==> config.mk <==
export PLATFORM = sky130hd
export DESIGN_NAME = lcd_dist_update_ctrl_flat
export DESIGN_NICKNAME = d
export VERILOG_FILES = /design/src/rtl/lcd_dist_update_ctrl_if.sv /design/src/rtl/lcd_dist_update_ctrl.sv /design/src/flat_wrapper.sv
export SDC_FILE = /design/constraint.sdc
export NUM_CORES = 1
export LEC_CHECK = 0
export ABC_AREA = 0
export ABC_CLOCK_PERIOD_IN_PS = 3500
export CORE_UTILIZATION = 40
export DETAILED_ROUTE_END_ITERATION = 16
export PLACE_DENSITY = 0.69
export SYNTH_ARGS = -nofsm -noshare
export SYNTH_HDL_FRONTEND = slang
export SYNTH_SLANG_ARGS = --single-unit
==> constraint.sdc <==
create_clock -name lcd_clk -period 3.5 [get_ports lcd_clk]
set_input_delay 0.7 -clock lcd_clk [delete_from_list [all_inputs] [get_ports lcd_clk]]
set_output_delay 0.7 -clock lcd_clk [all_outputs]
set_load 0.1 [all_outputs]
==> src/rtl/lcd_dist_update_ctrl_if.sv <==
// Port bundle for lcd_dist_update_ctrl: distance FIFO read side, binary-to-BCD
// converter handshake, frame sync input and the committed-display outputs.
// The controller connects through the master modport. The environment
// (FIFO, converter, timing generator, character array) uses the slave modport.
interface lcd_dist_update_ctrl_if;
  logic        fifo_empty_i;
  logic        fifo_rden_o;
  logic [7:0]  fifo_dout_i;
  logic        bcd_ready_i;
  logic        bin_valid_o;
  logic [11:0] bin_o;
  logic        bcd_valid_i;
  logic [15:0] bcd_i;
  logic        vs_i;
  logic [15:0] disp_value_o;
  logic        disp_valid_o;
  logic        busy_o;
  logic [15:0] upd_cnt_o;
  logic [15:0] drop_cnt_o;

  modport master (
    input  fifo_empty_i, fifo_dout_i, bcd_ready_i, bcd_valid_i, bcd_i, vs_i,
    output fifo_rden_o, bin_valid_o, bin_o, disp_value_o, disp_valid_o,
           busy_o, upd_cnt_o, drop_cnt_o
  );

  modport slave (
    output fifo_empty_i, fifo_dout_i, bcd_ready_i, bcd_valid_i, bcd_i, vs_i,
    input  fifo_rden_o, bin_valid_o, bin_o, disp_value_o, disp_valid_o,
           busy_o, upd_cnt_o, drop_cnt_o
  );
endinterface

==> src/rtl/lcd_dist_update_ctrl.sv <==
// lcd_dist_update_ctrl: distance update sequencer for the LCD overlay.
// The controller reads a high/low byte pair from the distance FIFO, which is
// used in standard (non-FWFT) mode. It builds a 12-bit value and passes it to
// the binary-to-BCD converter. It holds the BCD result and commits it to the
// display only on a frame-start edge of vs_i, so the digits never change in
// the middle of a frame.
// Optional build macro: LCD_DIST_UPD_STAT_EN enables the saturating update and
// drop counters. Without the macro, upd_cnt_o and drop_cnt_o read 16'h0000.
module lcd_dist_update_ctrl #(
  parameter logic [15:0] RESET_VALUE  = 16'h6789,
  parameter int unsigned PAIR_TIMEOUT = 1024,
  parameter logic        VS_POL       = 1'b1
) (
  input  logic                          lcd_clk,
  input  logic                          rst_n,
  lcd_dist_update_ctrl_if.master        bus
);

  localparam logic [15:0] TIMER_LAST = 16'(PAIR_TIMEOUT - 1);

  typedef enum logic [2:0] {
    ST_IDLE    = 3'd0,
    ST_RD_HI   = 3'd1,
    ST_CAP_HI  = 3'd2,
    ST_WAIT_LO = 3'd3,
    ST_RD_LO   = 3'd4,
    ST_CAP_LO  = 3'd5,
    ST_CONV    = 3'd6,
    ST_HOLD    = 3'd7
  } state_t;

  state_t      state_r, state_s;
  logic        vs_d_r;
  logic        vs_edge_s;
  // Only the low nibble of the high byte contributes to the 12-bit value.
  logic [3:0]  hi_r, hi_s;
  logic [15:0] timer_r, timer_s;
  logic        rden_r, rden_s;
  logic [11:0] bin_r, bin_s;
  logic        bin_valid_r, bin_valid_s;
  logic [15:0] pending_r, pending_s;
  logic [15:0] disp_value_r, disp_value_s;
  logic        disp_valid_r, disp_valid_s;
  logic        busy_r;
  logic        upd_inc_s, drop_inc_s;
  logic [3:0]  unused_hi_nibble_s;

  assign unused_hi_nibble_s = bus.fifo_dout_i[7:4];
  assign vs_edge_s = (bus.vs_i == VS_POL) && (vs_d_r != VS_POL);

  // Next-state and next-register computation for the update sequencer.
  always_comb begin
    state_s      = state_r;
    hi_s         = hi_r;
    timer_s      = timer_r;
    rden_s       = 1'b0;
    bin_s        = bin_r;
    bin_valid_s  = 1'b0;
    pending_s    = pending_r;
    disp_value_s = disp_value_r;
    disp_valid_s = 1'b0;
    upd_inc_s    = 1'b0;
    drop_inc_s   = 1'b0;
    case (state_r)
      ST_IDLE: begin
        if (!bus.fifo_empty_i && bus.bcd_ready_i) begin
          rden_s  = 1'b1;
          state_s = ST_RD_HI;
        end else begin
          state_s = ST_IDLE;
        end
      end
      ST_RD_HI: begin
        state_s = ST_CAP_HI;
      end
      ST_CAP_HI: begin
        hi_s    = bus.fifo_dout_i[3:0];
        timer_s = 16'd0;
        state_s = ST_WAIT_LO;
      end
      ST_WAIT_LO: begin
        if (!bus.fifo_empty_i) begin
          rden_s  = 1'b1;
          state_s = ST_RD_LO;
        end else if (timer_r == TIMER_LAST) begin
          // The low byte never arrived, so the orphaned high byte is dropped.
          hi_s       = 4'h0;
          drop_inc_s = 1'b1;
          state_s    = ST_IDLE;
        end else begin
          timer_s = timer_r + 16'd1;
        end
      end
      ST_RD_LO: begin
        state_s = ST_CAP_LO;
      end
      ST_CAP_LO: begin
        bin_s       = {hi_r, bus.fifo_dout_i};
        bin_valid_s = 1'b1;
        state_s     = ST_CONV;
      end
      ST_CONV: begin
        if (bus.bcd_valid_i) begin
          pending_s = bus.bcd_i;
          state_s   = ST_HOLD;
        end else begin
          state_s = ST_CONV;
        end
      end
      ST_HOLD: begin
        if (vs_edge_s) begin
          disp_value_s = pending_r;
          disp_valid_s = 1'b1;
          upd_inc_s    = 1'b1;
          state_s      = ST_IDLE;
        end else begin
          state_s = ST_HOLD;
        end
      end
      default: begin
        state_s = ST_IDLE;
      end
    endcase
  end

  // State and output registers, updated from the next-state logic.
  always_ff @(posedge lcd_clk or negedge rst_n) begin
    if (!rst_n) begin
      state_r      <= ST_IDLE;
      vs_d_r       <= ~VS_POL;
      hi_r         <= 4'h0;
      timer_r      <= 16'd0;
      rden_r       <= 1'b0;
      bin_r        <= 12'h000;
      bin_valid_r  <= 1'b0;
      pending_r    <= 16'h0000;
      disp_value_r <= RESET_VALUE;
      disp_valid_r <= 1'b0;
      busy_r       <= 1'b0;
    end else begin
      state_r      <= state_s;
      vs_d_r       <= bus.vs_i;
      hi_r         <= hi_s;
      timer_r      <= timer_s;
      rden_r       <= rden_s;
      bin_r        <= bin_s;
      bin_valid_r  <= bin_valid_s;
      pending_r    <= pending_s;
      disp_value_r <= disp_value_s;
      disp_valid_r <= disp_valid_s;
      busy_r       <= (state_s != ST_IDLE);
    end
  end

  assign bus.fifo_rden_o  = rden_r;
  assign bus.bin_o        = bin_r;
  assign bus.bin_valid_o  = bin_valid_r;
  assign bus.disp_value_o = disp_value_r;
  assign bus.disp_valid_o = disp_valid_r;
  assign bus.busy_o       = busy_r;

`ifdef LCD_DIST_UPD_STAT_EN
  logic [15:0] upd_cnt_r;
  logic [15:0] drop_cnt_r;

  // Saturating statistics counters, cleared only by reset.
  always_ff @(posedge lcd_clk or negedge rst_n) begin
    if (!rst_n) begin
      upd_cnt_r  <= 16'h0000;
      drop_cnt_r <= 16'h0000;
    end else begin
      if (upd_inc_s && (upd_cnt_r != 16'hFFFF)) begin
        upd_cnt_r <= upd_cnt_r + 16'd1;
      end else begin
        upd_cnt_r <= upd_cnt_r;
      end
      if (drop_inc_s && (drop_cnt_r != 16'hFFFF)) begin
        drop_cnt_r <= drop_cnt_r + 16'd1;
      end else begin
        drop_cnt_r <= drop_cnt_r;
      end
    end
  end

  assign bus.upd_cnt_o  = upd_cnt_r;
  assign bus.drop_cnt_o = drop_cnt_r;
`else
  logic unused_stat_s;
  assign unused_stat_s  = upd_inc_s ^ drop_inc_s;
  assign bus.upd_cnt_o  = 16'h0000;
  assign bus.drop_cnt_o = 16'h0000;
`endif

endmodule

==> src/flat_wrapper.sv <==
// flat-port wrapper written by rule: the top's interface ports become plain ports
module lcd_dist_update_ctrl_flat 
#(
  parameter logic [15:0] RESET_VALUE  = 16'h6789,
  parameter int unsigned PAIR_TIMEOUT = 1024,
  parameter logic        VS_POL       = 1'b1
)
  (lcd_clk, rst_n, bus_fifo_empty_i, bus_fifo_dout_i, bus_bcd_ready_i, bus_bcd_valid_i, bus_bcd_i, bus_vs_i, bus_fifo_rden_o, bus_bin_valid_o, bus_bin_o, bus_disp_value_o, bus_disp_valid_o, bus_busy_o, bus_upd_cnt_o, bus_drop_cnt_o);
  lcd_dist_update_ctrl_if bus_i ();
  input  logic lcd_clk;
  input  logic rst_n;
  input wire logic [$bits(bus_i.fifo_empty_i)-1:0] bus_fifo_empty_i;
  input wire logic [$bits(bus_i.fifo_dout_i)-1:0] bus_fifo_dout_i;
  input wire logic [$bits(bus_i.bcd_ready_i)-1:0] bus_bcd_ready_i;
  input wire logic [$bits(bus_i.bcd_valid_i)-1:0] bus_bcd_valid_i;
  input wire logic [$bits(bus_i.bcd_i)-1:0] bus_bcd_i;
  input wire logic [$bits(bus_i.vs_i)-1:0] bus_vs_i;
  output wire logic [$bits(bus_i.fifo_rden_o)-1:0] bus_fifo_rden_o;
  output wire logic [$bits(bus_i.bin_valid_o)-1:0] bus_bin_valid_o;
  output wire logic [$bits(bus_i.bin_o)-1:0] bus_bin_o;
  output wire logic [$bits(bus_i.disp_value_o)-1:0] bus_disp_value_o;
  output wire logic [$bits(bus_i.disp_valid_o)-1:0] bus_disp_valid_o;
  output wire logic [$bits(bus_i.busy_o)-1:0] bus_busy_o;
  output wire logic [$bits(bus_i.upd_cnt_o)-1:0] bus_upd_cnt_o;
  output wire logic [$bits(bus_i.drop_cnt_o)-1:0] bus_drop_cnt_o;
  assign bus_i.fifo_empty_i = bus_fifo_empty_i;
  assign bus_i.fifo_dout_i = bus_fifo_dout_i;
  assign bus_i.bcd_ready_i = bus_bcd_ready_i;
  assign bus_i.bcd_valid_i = bus_bcd_valid_i;
  assign bus_i.bcd_i = bus_bcd_i;
  assign bus_i.vs_i = bus_vs_i;
  assign bus_fifo_rden_o = bus_i.fifo_rden_o;
  assign bus_bin_valid_o = bus_i.bin_valid_o;
  assign bus_bin_o = bus_i.bin_o;
  assign bus_disp_value_o = bus_i.disp_value_o;
  assign bus_disp_valid_o = bus_i.disp_valid_o;
  assign bus_busy_o = bus_i.busy_o;
  assign bus_upd_cnt_o = bus_i.upd_cnt_o;
  assign bus_drop_cnt_o = bus_i.drop_cnt_o;
  lcd_dist_update_ctrl #(.RESET_VALUE(RESET_VALUE), .PAIR_TIMEOUT(PAIR_TIMEOUT), .VS_POL(VS_POL)) u_core (.lcd_clk(lcd_clk), .rst_n(rst_n), .bus(bus_i));
endmodule
==> flow_summary_export.csv, run 1 <==
group,metric,value,unit
placement,gp_congestion,0.740,
cells_and_area,final_nets,387,
worst_setup_path,path_class,"register to output pin",
synthesis,synthFlopType,"dfrtp_1",
synthesis,ys_warn_count,0,
timing,maxSlewViolCount,0,
placement,hpwlAfterDp,4530,µm
routing,ant_nets,0,
synthesis,synth_edf_count,0,
cells_and_area,final_common_cell,"dfrtp_1",
cts,cts_resized,0,
timing,hold_viol_final,0,
grt,grt_max_degree,40,
timing,fmaxAchievable,391,MHz
placement,place_area,0.00386,mm²
cells_and_area,fillCellCount,703,
grt,grt_pass1_wl,10700,µm
timing,slew_headroom,33.5,%
floorplanning,initial_utilization,42.1,%
synthesis,ys_ff_latch,72,
synthesis,synth.distinct_cells,47,
floorplanning,std_cell_rows,32,
synthesis,async_flop_share,100,%
grt,grt_overflow_total,0,
synthesis,syn_inst,293,
cts,cts_tree,"built",
synthesis,syn-cell-area,0.00330,mm²
synthesis,yosysSeqAreaShare,54.9,%
cells_and_area,final_util,52.0,%
grt,grtUsageTotal,15.8,%
floorplanning,dieArea,0.00862,mm²
worst_setup_path,startpoint_type,"register",
timing,rsz0062_at_grt,"false",
worst_setup_path,path_max_fanout,2,
worst_setup_path,path_cells,"clkdlybuf4s50_1",
routing,vias,2336,
job,maxCapViolCount,0,
timing,fin_skew,0.00889,ns
timing,post-route-period-util,73.0,%
floorplanning,fp.coreArea,0.00785,mm²
cts,clkTransAtPathRegs,0.08,ns
cells_and_area,final_cell_mix,"dfrtp_1 (64), clkdlybuf4s50_1 (48), nand2_1 (47)",
status,status,"finished clean",
timing,fin_crit,2.56,ns
routing,drc,0,
timing,fin_hold_ws,0.436,ns
worst_setup_path,critPathMaxStageDelay,1.15,ns
worst_setup_path,critPathSlowestCell,"clkdlybuf4s50_1",
cts,cts_buffers,9,
cells_and_area,insertedDiodeCount,0,
cts,post-cts-setup-buffers,0,
worst_setup_path,required,2.80,ns
placement,io_buffers,61,
cells_and_area,stdcell_area,0.00408,mm²
floorplanning,die_w,92.9,µm
routing,vias_per_cell,5.05,
cts,clk_latency,0.34,ns
cts,root_buffer,"clkbuf_8",
routing,dr.first_iter.drc_count,154,
timing,worst_pin_slew,0.993,ns
grt,grt_pass1_vias,2270,
cells_and_area,area_growth,23.5,%
floorplanning,pin_count,94,
grt,antenna_found_initial,0,
synthesis,synth.avg_cell_area,11.3,µm²
cts,cts_sinks,72,
cts,htreeDepth,3,
routing,drtPass1Iterations,4,
timing,fin_tns_setup,0,ns
timing,setup_viol,0,
cts,cts_buffer_depth,2,
routing,wl_per_cell,13.8,µm
worst_setup_path,crit_arrival,1.86,ns
cts,cts_hold_buf,0,
worst_setup_path,crit_family,"buffers and inverters",
floorplanning,die-height,92.9,µm
min_path,hold_class,"primary input to asynchronous set/reset pin",
worst_setup_path,path_buf_inv,1,
worst_setup_path,endpoint_kind,"output pin",
routing,routed_wl,6390,µm
cells_and_area,drive_gt1_share,22.2,%
-- per-layer routing --
metal  global-route usage (%)  up-vias  wire (µm)  part of all wire (%)
li1                         -     1097          -                     -
met1                     19.4     1154       2750                    43
met2                     25.5       75       3130                    49
met3                     5.58       10        422                   6.6
met4                     5.90        0         91                   1.4
met5                        0        -          0                     0
-- path summary, 6_finish.rpt --
path / endpoint / start / slack, ns / cells after the start
max: bus_disp_value_o[6] / u_core.bus.disp_value_o[6]$_DFFE_PN0P_ / 0.94 / 1
max reg2reg: u_core.pending_r[5]$_DFFE_PN0P_ / u_core.state_r[0]$_DFF_PN0_ / 1.46 / 2
min reg2reg: u_core.bus.bin_o[5]$_DFFE_PN0P_ / u_core.bus.bin_o[5]$_DFFE_PN0P_ / 0.48 / 2
min in group lcd_clk: u_core.bus.bin_o[5]$_DFFE_PN0P_ / u_core.bus.bin_o[5]$_DFFE_PN0P_ / 0.48 / 2
min: u_core.pending_r[9]$_DFFE_PN0P_ / rst_n / 0.44 / 1
max in group asynchronous: u_core.bus.disp_value_o[3]$_DFFE_PN1P_ / rst_n / 2.31 / 2
-- synthesized netlist by cell type, drive strengths merged, types with 2 or more instances --
cell type   n  area, µm²
a21oi      12       63.8
a22oi       4       30.0
a31oi       2       12.5
and3        4       25.0
and4        3       28.8
buf        39        278
clkbuf      3       11.3
dfrtp      64       1600
dfstp       8        210
inv         2       7.51
mux2       32        360
nand2      47        176
nand2b      3       18.8
nand3       8       40.0
nand4       4       46.3
nand4b      2       17.5
nor2        5       21.3
nor3        2       10.0
nor3b       3       27.5
o211ai      2       15.0
o21ai      14       70.1
o311ai      2       17.5
o31ai       4       30.0
or3         8       50.1
or4         2       18.8
-- layout make-up --
type,instances,area (µm²),area share [%]
flip-flops and latches,72,1810,44.4
multi-input cells,208,1310,32.1
well taps,102,128,3.13
repair buffers,63,603,14.8
clock inverters,7,95.1,2.33
clock buffers,9,124,3.04
inverters,2,7.51,0.184
-- sequential cells by signal, indices dropped and copies added, names as in the netlist --
signal / cells
u_core.bus.disp_valid_o: 1
u_core.bus.disp_value_o: 16
u_core.bus.fifo_rden_o: 1
u_core.bus.bin_valid_o: 1
u_core.vs_d_r: 1
u_core.bus.busy_o: 1
u_core.bus.bin_o: 12
u_core.hi_r: 4
u_core.state_r: 3
u_core.timer_r: 16
u_core.pending_r: 16
-- per-stage QoR --
stage / worst slack (ns) / std cells
after CTS: 0.914 / 463
final: 0.944 / 463
after global routing: 0.887 / 463
after floorplan: 1.69 / 324
after detailed placement: 0.928 / 447
after global placement: 0.949 / 447
-- cell families after synthesis --
| family | after synthesis | share of synthesized area, % |
|---|---|---|
| AO/OA/AOI/OAI | 45 | 8.53 |
| XOR/XNOR | 1 | 0.265 |
| adder cells (fa/ha/maj) | 1 | 0.379 |
| buffers and inverters | 44 | 8.98 |
| flip-flops | 72 | 54.9 |
| multiplexers | 32 | 10.9 |
| other | 1 | 0.114 |
| AND/OR/NAND/NOR | 97 | 16.0 |
Power of run 1 is not shown: default switching activity piles up to over one toggle a cycle in this logic, so the estimate is an artifact.
==> run 2: changes to the inputs <==
--- a/config.mk
+++ b/config.mk
@@ -6,10 +6,10 @@
 export NUM_CORES = 1
 export LEC_CHECK = 0
 export ABC_AREA = 0
-export ABC_CLOCK_PERIOD_IN_PS = 3500
+export ABC_CLOCK_PERIOD_IN_PS = 2050
 export CORE_UTILIZATION = 40
 export DETAILED_ROUTE_END_ITERATION = 16
-export PLACE_DENSITY = 0.69
+export PLACE_DENSITY = 0.72
 export SYNTH_ARGS = -nofsm -noshare
 export SYNTH_HDL_FRONTEND = slang
 export SYNTH_SLANG_ARGS = --single-unit
==> constraint.sdc (replaced) <==
create_clock -name lcd_clk -period 2.05 [get_ports lcd_clk]
set_input_delay 0.41 -clock lcd_clk [delete_from_list [all_inputs] [get_ports lcd_clk]]
set_output_delay 0.41 -clock lcd_clk [all_outputs]
set_load 0.1 [all_outputs]
==> run 2 against run 1 <==
  * Non-clock buffer count grew 11
  * Worst hold slack got worse by 0.35 ns
  * First-iteration DRC count grew 3.2%
  * Final cell count up 2.4%
  * Count of clock-buffer cells in the layout is 2 higher
  * Global-route usage increased by 0.21 points
  * Clock skew is essentially flat
  * Register-to-register slack worse by 1.2 ns
  * Die area stayed put
  * Flip-flop and latch count unchanged
  * Critical path depth grew 5
  * Largest cell class unchanged
==> flow_summary_export.csv, run 2 (synthesis gave the netlist of run 1 again) <==
group,metric,value,unit
status,status,"finished clean",
cts,cts_sinks,72,
grt,met1_usage,19.7,%
cts,cts_buffer_depth,2,
routing,ant_nets,0,
grt,grtUsageTotal,16.0,%
timing,setup_viol,0,
timing,rsz0062_at_grt,"false",
grt,antenna_found_initial,0,
floorplanning,die-height,92.9,µm
routing,wl_per_cell,13.1,µm
cells_and_area,insertedDiodeCount,0,
timing,post-route-period-util,89.0,%
job,maxCapViolCount,0,
timing,fin_crit,1.83,ns
grt,globalRouteMet3Util,6.49,%
floorplanning,initial_utilization,42.1,%
routing,routed_wl,6230,µm
worst_setup_path,reg2reg_setup_slack,0.22,ns
timing,worst_pin_slew,0.559,ns
cts,cts_hold_buf,0,
placement,place_area,0.00401,mm²
min_path,hold_class,"primary input to asynchronous set/reset pin",
cells_and_area,fillCellCount,672,
cts,clkTransAtPathRegs,0.08,ns
worst_setup_path,path_class,"register to register",
timing,fin_hold_ws,0.0900,ns
cells_and_area,final_nets,398,
placement,gp_congestion,0.789,
cells_and_area,final_cell_mix,"dfrtp_1 (64), nand2_1 (47), buf_4 (35)",
grt,grt_max_degree,73,
cts,clk_latency,0.34,ns
routing,drtPass1Iterations,4,
timing,fin_skew,0.00922,ns
timing,slew_headroom,61.8,%
grt,grtUsageMet2,26.0,%
placement,placedCellCount,458,
cells_and_area,multi_input_area,0.00131,mm²
timing,fmaxAchievable,548,MHz
cts,cts_buffers,9,
grt,grt_overflow_total,0,
cts,cts_tree,"built",
cts,root_buffer,"clkbuf_8",
grt,grt_pass1_wl,10900,µm
floorplanning,dieArea,0.00862,mm²
worst_setup_path,required,2.26,ns
worst_setup_path,crit_arrival,2.03,ns
placement,io_buffers,61,
routing,dr.first_iter.drc_count,159,
cts,htreeDepth,3,
floorplanning,fp.coreArea,0.00785,mm²
cells_and_area,final_common_cell,"dfrtp_1",
floorplanning,pin_count,94,
worst_setup_path,endpoint_kind,"register",
cells_and_area,drive_gt1_share,29.6,%
cts,cts_resized,0,
routing,drc,0,
floorplanning,std_cell_rows,32,
timing,hold_viol_final,0,
cells_and_area,fin_cells,474,
floorplanning,die_w,92.9,µm
cells_and_area,area_growth,28.7,%
grt,grt_pass1_vias,2336,
worst_setup_path,startpoint_type,"register",
routing,vias_per_cell,4.94,
routing,vias,2340,
grt,busiest_layer,"met2",
worst_setup_path,path_max_fanout,13,
cts,post-cts-setup-buffers,0,
worst_setup_path,worst-r2r-cell-count,6,
timing,maxSlewViolCount,0,
placement,hpwlAfterDp,4380,µm
cells_and_area,regArea,0.00181,mm²
cells_and_area,stdcell_area,0.00425,mm²
-- run 2: cell types whose count changed in the layout (fill, tap and decap cells not counted), sizes merged --
cell / before / now
buf: 15 / 46
clkdlybuf4s50: 48 / 28
clkinvlp: 1 / 0
clkinv: 3 / 2
clkbuf: 9 / 11
bufinv: 2 / 3
inv: 3 / 2
-- run 2: through the flow --
stage	worst slack (ns)	util [%]	setup TNS [ns]
after floorplan	0.308	-	0
after global routing	0.0574	54.2	0
final	0.225	54.2	0
after global placement	0.0984	51.0	0
after CTS	0.205	54.2	0
after detailed placement	-0.0119	51.0	-0.0119
-- run 2: worst max-delay path, stage by stage (launching register included) --
cell and delay (ns):
dfrtp_1 0.41, ha_1 0.23, and3_1 0.23, and4_1 0.21, buf_4 0.17, o311ai_0 0.31
o31ai_1 0.12
-- run 2: per-layer routing --
layer / share of wire [%] / vias up / wire length (µm)
li1: - / 1116 / -
met1: 43 / 1141 / 2660
met2: 50 / 76 / 3100
met3: 6.8 / 7 / 421
met4: 0.71 / 0 / 44
met5: 0 / - / 0
-- run 2: final timing paths --
check	from	endpoint
max in group asynchronous	rst_n	u_core.bus.disp_value_o[3]$_DFFE_PN1P_
worst max register to register	u_core.timer_r[0]$_DFFE_PN0P_	u_core.timer_r[3]$_DFFE_PN0P_
worst min-delay path	rst_n	u_core.bus.bin_o[0]$_DFFE_PN0P_
min in group lcd_clk	u_core.bus.bin_o[6]$_DFFE_PN0P_	u_core.bus.bin_o[6]$_DFFE_PN0P_
worst max-delay path	u_core.timer_r[0]$_DFFE_PN0P_	u_core.timer_r[3]$_DFFE_PN0P_
worst min register to register	u_core.bus.bin_o[6]$_DFFE_PN0P_	u_core.bus.bin_o[6]$_DFFE_PN0P_
-- run 2: area by class of cell --
class                      instances  share of cell area [%]
multi-input combinational        208                    30.8
tap                              102                    3.00
timing repair buffer              74                    17.6
clock inverter                     5                    2.44
inverter                           2                   0.177
sequential                        72                    42.6
clock buffer                      11                    3.33
Power of run 2 is left out for the same reason.
